### src/rtl/rs232_rx_fifo.sv
// Receive-side byte FIFO behind the RS232 receiver: captures ReadLine on each DataReady
// pulse, presents the head byte first-word-fall-through, and flags dropped bytes as Overrun.
module rs232_rx_fifo #(
    parameter int DEPTH  = 16,
    parameter int ADDR_W = 4
) (
    input  logic              Clock,
    input  logic              Reset_n,
    input  logic [7:0]        ReadLine,
    input  logic              DataReady,
    output logic [7:0]        ReadData,
    output logic              ReadValid,
    input  logic              ReadAck,
    output logic [ADDR_W:0]   Count,
    output logic              Full,
    output logic              Empty,
    output logic              Overrun,
    input  logic              ClearOverrun
);

    localparam logic [ADDR_W:0] PTR_ONE = (ADDR_W + 1)'(1);

    logic [7:0]      mem_q [DEPTH];
    logic [ADDR_W:0] wr_ptr_q, wr_ptr_d;
    logic [ADDR_W:0] rd_ptr_q, rd_ptr_d;
    logic            overrun_q, overrun_d;

    logic is_empty, is_full;
    logic do_pop, do_write, do_drop;

    // One extra pointer bit tells a full FIFO apart from an empty one.
    assign is_empty = (wr_ptr_q == rd_ptr_q);
    assign is_full  = (wr_ptr_q[ADDR_W] != rd_ptr_q[ADDR_W]) &&
                      (wr_ptr_q[ADDR_W-1:0] == rd_ptr_q[ADDR_W-1:0]);

    // A pop in the same cycle frees the slot the incoming byte needs.
    assign do_pop   = ReadAck && !is_empty;
    assign do_write = DataReady && (!is_full || do_pop);
    assign do_drop  = DataReady && is_full && !do_pop;

    always_comb begin
        // NOTE: every always_comb target gets a default first so no path can infer a latch.
        wr_ptr_d  = wr_ptr_q;
        rd_ptr_d  = rd_ptr_q;
        overrun_d = overrun_q;
        if (do_write) wr_ptr_d = wr_ptr_q + PTR_ONE;
        if (do_pop)   rd_ptr_d = rd_ptr_q + PTR_ONE;
        if (ClearOverrun) overrun_d = 1'b0;
        if (do_drop)      overrun_d = 1'b1;
    end

    always_ff @(posedge Clock) begin
        // NOTE: sequential state uses non-blocking assignments so every register samples pre-edge values.
        if (!Reset_n) begin
            wr_ptr_q  <= '0;
            rd_ptr_q  <= '0;
            overrun_q <= 1'b0;
        end else begin
            wr_ptr_q  <= wr_ptr_d;
            rd_ptr_q  <= rd_ptr_d;
            overrun_q <= overrun_d;
        end
    end

    // NOTE: the storage array is deliberately not reset; the pointers alone define which entries are live.
    always_ff @(posedge Clock) begin
        if (Reset_n && do_write) mem_q[wr_ptr_q[ADDR_W-1:0]] <= ReadLine;
    end

    assign ReadData  = mem_q[rd_ptr_q[ADDR_W-1:0]];
    assign ReadValid = !is_empty;
    assign Empty     = is_empty;
    assign Full      = is_full;
    assign Count     = wr_ptr_q - rd_ptr_q;
    assign Overrun   = overrun_q;

endmodule

### config.mk
export PLATFORM = sky130hd
export DESIGN_NAME = rs232_rx_fifo
export DESIGN_NICKNAME = d
export VERILOG_FILES = /design/src/rtl/rs232_rx_fifo.sv
export SDC_FILE = /design/constraint.sdc
export NUM_CORES = 1
export LEC_CHECK = 0
export BUFFER_PORTS_ARGS = -buffer_cell sky130_fd_sc_hd__buf_4
export CORE_MARGIN = 2
export CORE_UTILIZATION = 35
export DETAILED_ROUTE_END_ITERATION = 16
export HOLD_SLACK_MARGIN = 0.15
export PLACE_DENSITY = 0.59
export SYNTH_ARGS = -nofsm -noshare
export SYNTH_HDL_FRONTEND = slang
export SYNTH_SLANG_ARGS = --single-unit
### constraint.sdc
create_clock -name Clock -period 4.9 [get_ports Clock]
set_input_delay 0.49 -clock Clock [delete_from_list [all_inputs] [get_ports Clock]]
set_output_delay 0.49 -clock Clock [all_outputs]
set_load 0.05 [all_outputs]
# --- Word level (Yosys, flattened, before mapping) ---
# Memories as Yosys holds them, arrays and structs flattened. A register that Yosys moved wholly into a read port is not among the register bits.
# Index checks and enable logic that the tools add are counted.
totals:
  register_bits: 11
  ramBits: 128
  inputBits: 13
  output_inout_bits: 17
  wordCells: 27
  mem_count: 1
op_classes:
  addsub: 3
  n_eq_ne: 3
  mux: 6
  n_reduce_logical: 11
mem_list:
  columns: ["memory", "words", "width", "rd", "rd_ports_with_merged_regs", "write_ports", "line", "source"]
  rows:
  - ["mem_q", 16, 8, 1, 1, 1, "23", "logic [7:0] mem_q [DEPTH];"]
ops:
  columns: ["operator", "count"]
  rows:
  - ["5-bit by 1-bit adder with 5-bit output (second input constant)", 2]
  - ["4-bit two-way mux", 2]
  - ["1-bit logical AND", 6]
  - ["5-bit == test", 1]
  - ["5-bit subtractor", 1]
  - ["4-bit == test", 1]
  - ["1-bit two-way mux", 4]
  - ["1-bit zero test", 3]
  - ["2-bit nonzero test", 1]
  - ["1-bit logical OR", 1]
  - ["1-bit != test", 1]

# --- Depth between registers and ports, before layout ---
depth:
  word_depth: 8
  mapped_depth: 7
  depth_no_buf: 7

# --- Worst setup path before layout ---
# No wires, ideal clock.
synth_timing:
  path_type: "flip-flop to output port"
  startpoint: "register wr_ptr_q[0]"
  endpoint: "output port Count[4]"
  arrival_time_ps: 2125
  required_ps: 4410
  path_slack_ps: 2285
  stages_incl_launch_ff: 8
  n_path_buf: 0
  cell_sequence: "dfxtp_1 -> inv_1 -> ha_1 -> fa_1 -> inv_1 -> a21o_1 -> a21oi_1 -> xnor2_1"
synth_via:
  elab_chain_len: 1
synth_rtl:
  columns: ["item", "line", "source"]
  rows:
  - ["from (decl)", "24", "logic [ADDR_W:0] wr_ptr_q, wr_ptr_d;"]
  - ["from (signal assigned)", "59", "wr_ptr_q <= wr_ptr_d;"]
  - ["5-bit subtractor", "74", "assign Count = wr_ptr_q - rd_ptr_q;"]
  - ["to (decl)", "14", "output logic [ADDR_W:0] Count,"]
# No other way between the ends.

==> impl_metrics.csv <==
group,metric,value,unit
status,status,"finished clean",
floorplan,ioPinCount,30,
worst_setup_path,start_kind,"flip-flop",
place,port_buffers,29,
timing,layout_worst_path_cycle_share,64.5,%
route,via_per_inst,5.09,
synth,synth_ff_type,"edfxtp_1",
worst_setup_path,path_max_fanout,17,
grt,grt_pass1_wl,19200,um
clock_tree,cts_root_buf,"clkbuf_16",
clock_tree,cts-hold-fix-buffers,0,
route,dr.pass1.iters,4,
layout,seqCellArea,0.00415,sq mm
timing,tns,0,ps
route,wire_per_inst,20.5,um
layout,nets,382,
clock_tree,post-cts-setup-buffers,0,
synth,synth_edf_count,128,
worst_setup_path,required,4410,ps
grt,grt_pass1_vias,3177,
floorplan,rows,47,
worst_setup_path,slowest_stage,"dfxtp_2",
floorplan,start_util,35.4,%
clock_tree,clock_latency,410,ps
route,first_iter_violations,211,
synth,synth_seq_cells,143,
worst_setup_path,cp-end-kind,"output pin",
grt,grt_max_degree,22,
worst_setup_path,cp_cell_sequence,"buf_4 > mux4_2 > a22oi_1 > nand2_1 > buf_4",
worst_setup_path,r2r_start,"wr_ptr_q[2]",
synth,avgSynthCellArea,18.3,sq um
worst_setup_path,crit_top_cell,"buf_4",
timing,tightest_slew,1070,ps
grt,grt_usage,14.9,%
clock_tree,clk_path_buf_depth,2,
grt,antenna_found_initial,0,
pwr,p_per_area,452,mW/mm^2
route,vias,3010,
synth,syn_nets,340,
synth,syn_inst,317,
clock_tree,cts_resized,0,
route,detail-route-antenna-nets,0,
layout,antennaDiodeCount,0,
timing,rsz0062_at_grt,"no",
timing,finalCriticalPeriod,3160,ps
timing,final_max_slew_viol_count,0,
synth,synth_cell_types,42,
flow_run,maxCapViolCount,0,
pwr,leakage,2.22,nW
clock_tree,path_clk_slew,60,ps
floorplan,fp.coreArea,0.0164,sq mm
layout,multiInputGateArea,0.00155,sq mm
place,globalplace.congestion,0.787,
worst_hold_path,hp-start,"ReadLine[7]",
timing,setup_viol,0,
floorplan,die_h,133,um
place,dpl-instance-area,0.00628,sq mm
worst_setup_path,cp.arrival,2670,ps
clock_tree,numCtsBuffers,17,
timing,relSlewSlack,28.4,%
synth,netlist_area,0.00580,sq mm
worst_hold_path,hp-class,"input port to flip-flop",
place,placed_cells,559,
clock_tree,clock-sinks,143,
layout,syn2layout_area_growth,18.1,%
clock_tree,htreeDepth,4,
worst_setup_path,critPathTopFamily,"flip-flops",
layout,drive_gt1_share,28.3,%
pwr,irDropWorstVdd,277,uV
worst_setup_path,critical_path_class,"flip-flop to output pin",
worst_setup_path,cpPeakStageDelay,720,ps
layout,stdcell_area,0.00685,sq mm
synth,seq_area_frac_synth,71.4,%
layout,nFillCells,1449,
floorplan,die_area,0.0176,sq mm
clock_tree,cts_tree,"yes",
place,dp_hpwl,7940,um
synth,async_flop_share,0,%
timing,timing.fmax,316,MHz
route,drc_errors,0,
timing,hold_violations,0,
layout,fin_cells,591,
floorplan,die_x,133,um
timing,clock_skew,8.06,ps
synth,yosys_warnings,0,
route,totalWireLength,12100,um
grt,grt_overflow,0,
worst_setup_path,cp.buffers_inverters,2,
==> path summary, 6_finish.rpt <==
| path | cells after the start | slack (ps) | end |
|---|---|---|---|
| worst max register to register | 5 | 2110 | mem_q[12][4] |
| worst max-delay path | 5 | 1740 | ReadData[0] |
| worst min register to register | 2 | 550 | rd_ptr_q[3] |
| worst min-delay path | 1 | 390 | mem_q[6][7] |
==> layer usage <==
layer  share of wire, %  vias to the layer above  GRT usage [%]  wire (um)
li1                   -                     1345              -          -
met1                 45                     1555           20.3       5480
met2                 48                      103           23.3       5800
met3                6.1                        7           4.94        740
met4               0.65                        0           3.58         79
met5                  0                        -              0          0
==> cell type report <==
class	instances	share of cell area, %
multi-input cells	147	22.6
clock buffers	19	6.32
well taps	220	4.02
clock inverters	12	1.77
flip-flops and latches	143	60.5
inverters	12	0.657
repair buffers	38	4.16
==> flip-flops by register name, indices dropped and copies added, names as in the netlist, named ones only <==
register	count
Overrun	1
mem_q	128
rd_ptr_q	5
wr_ptr_q	5
==> synth_stat cells (5+ instances only) <==
master,n,area [sq um]
mux4_2,32,721
nand3_1,7,35.0
edfxtp_1,128,3840
and2_1,10,62.6
inv_1,12,45.0
ha_1,9,113
nand2_1,14,52.6
buf_1,5,18.8
xnor2_1,9,78.8
a22oi_1,16,120
dfxtp_1,15,300
nor2_1,10,37.5
==> placed cells by master (no fill, tap or decap), types with 3 or more instances in the layout <==
master and instances:
clkbuf_16 17, clkinv_1 3, nor3_1 3, inv_1 12, mux4_2 32, nor2_1 10
xnor2_1 9, nor2b_1 3, and2_1 10, dfxtp_1 14, edfxtp_1 128, buf_4 38
clkinvlp_4 3, nand3_1 7, ha_1 9, nand2_1 14, a21oi_1 3, a22oi_1 16
==> power by group <==
part	internal, mW	switching [mW]
combinational	0.211	0.300
clock	0.739	0.462
sequential	1.34	0.0399
total	2.29	0.802
==> logic make-up after synthesis <==
| kind of cell | Yosys count | share of synthesized area, % |
|---|---|---|
| AOI/OAI and AO/OA | 31 | 3.93 |
| xor gates and xnor gates | 12 | 1.94 |
| adders and majority gates | 10 | 2.29 |
| buffers and inverters | 27 | 2.20 |
| muxes | 33 | 12.6 |
| and+or+nand+nor | 61 | 5.61 |
| DFF | 143 | 71.4 |
==> stage by stage <==
step / power (mW) / util [%] / worst slack (ps) / hold slack, ps
floorplan: 1.78 / - / 2280 / 483
global placement: 1.92 / 38.3 / 1960 / 529
detailed placement: 1.93 / 38.3 / 1920 / 538
CTS: 3.13 / 41.7 / 1620 / 378
global route: 3.21 / 41.8 / 1470 / 387
finish: 3.10 / 41.8 / 1740 / 390
==> worst register-to-register path, delay by kind of cell (launching register included) <==
kind	cells	cell delay, ps
flip-flops	1	600
AND/OR/NAND/NOR	4	1420
adder cells (fa/ha/maj)	1	380
Power figures use the tool's default switching activity.
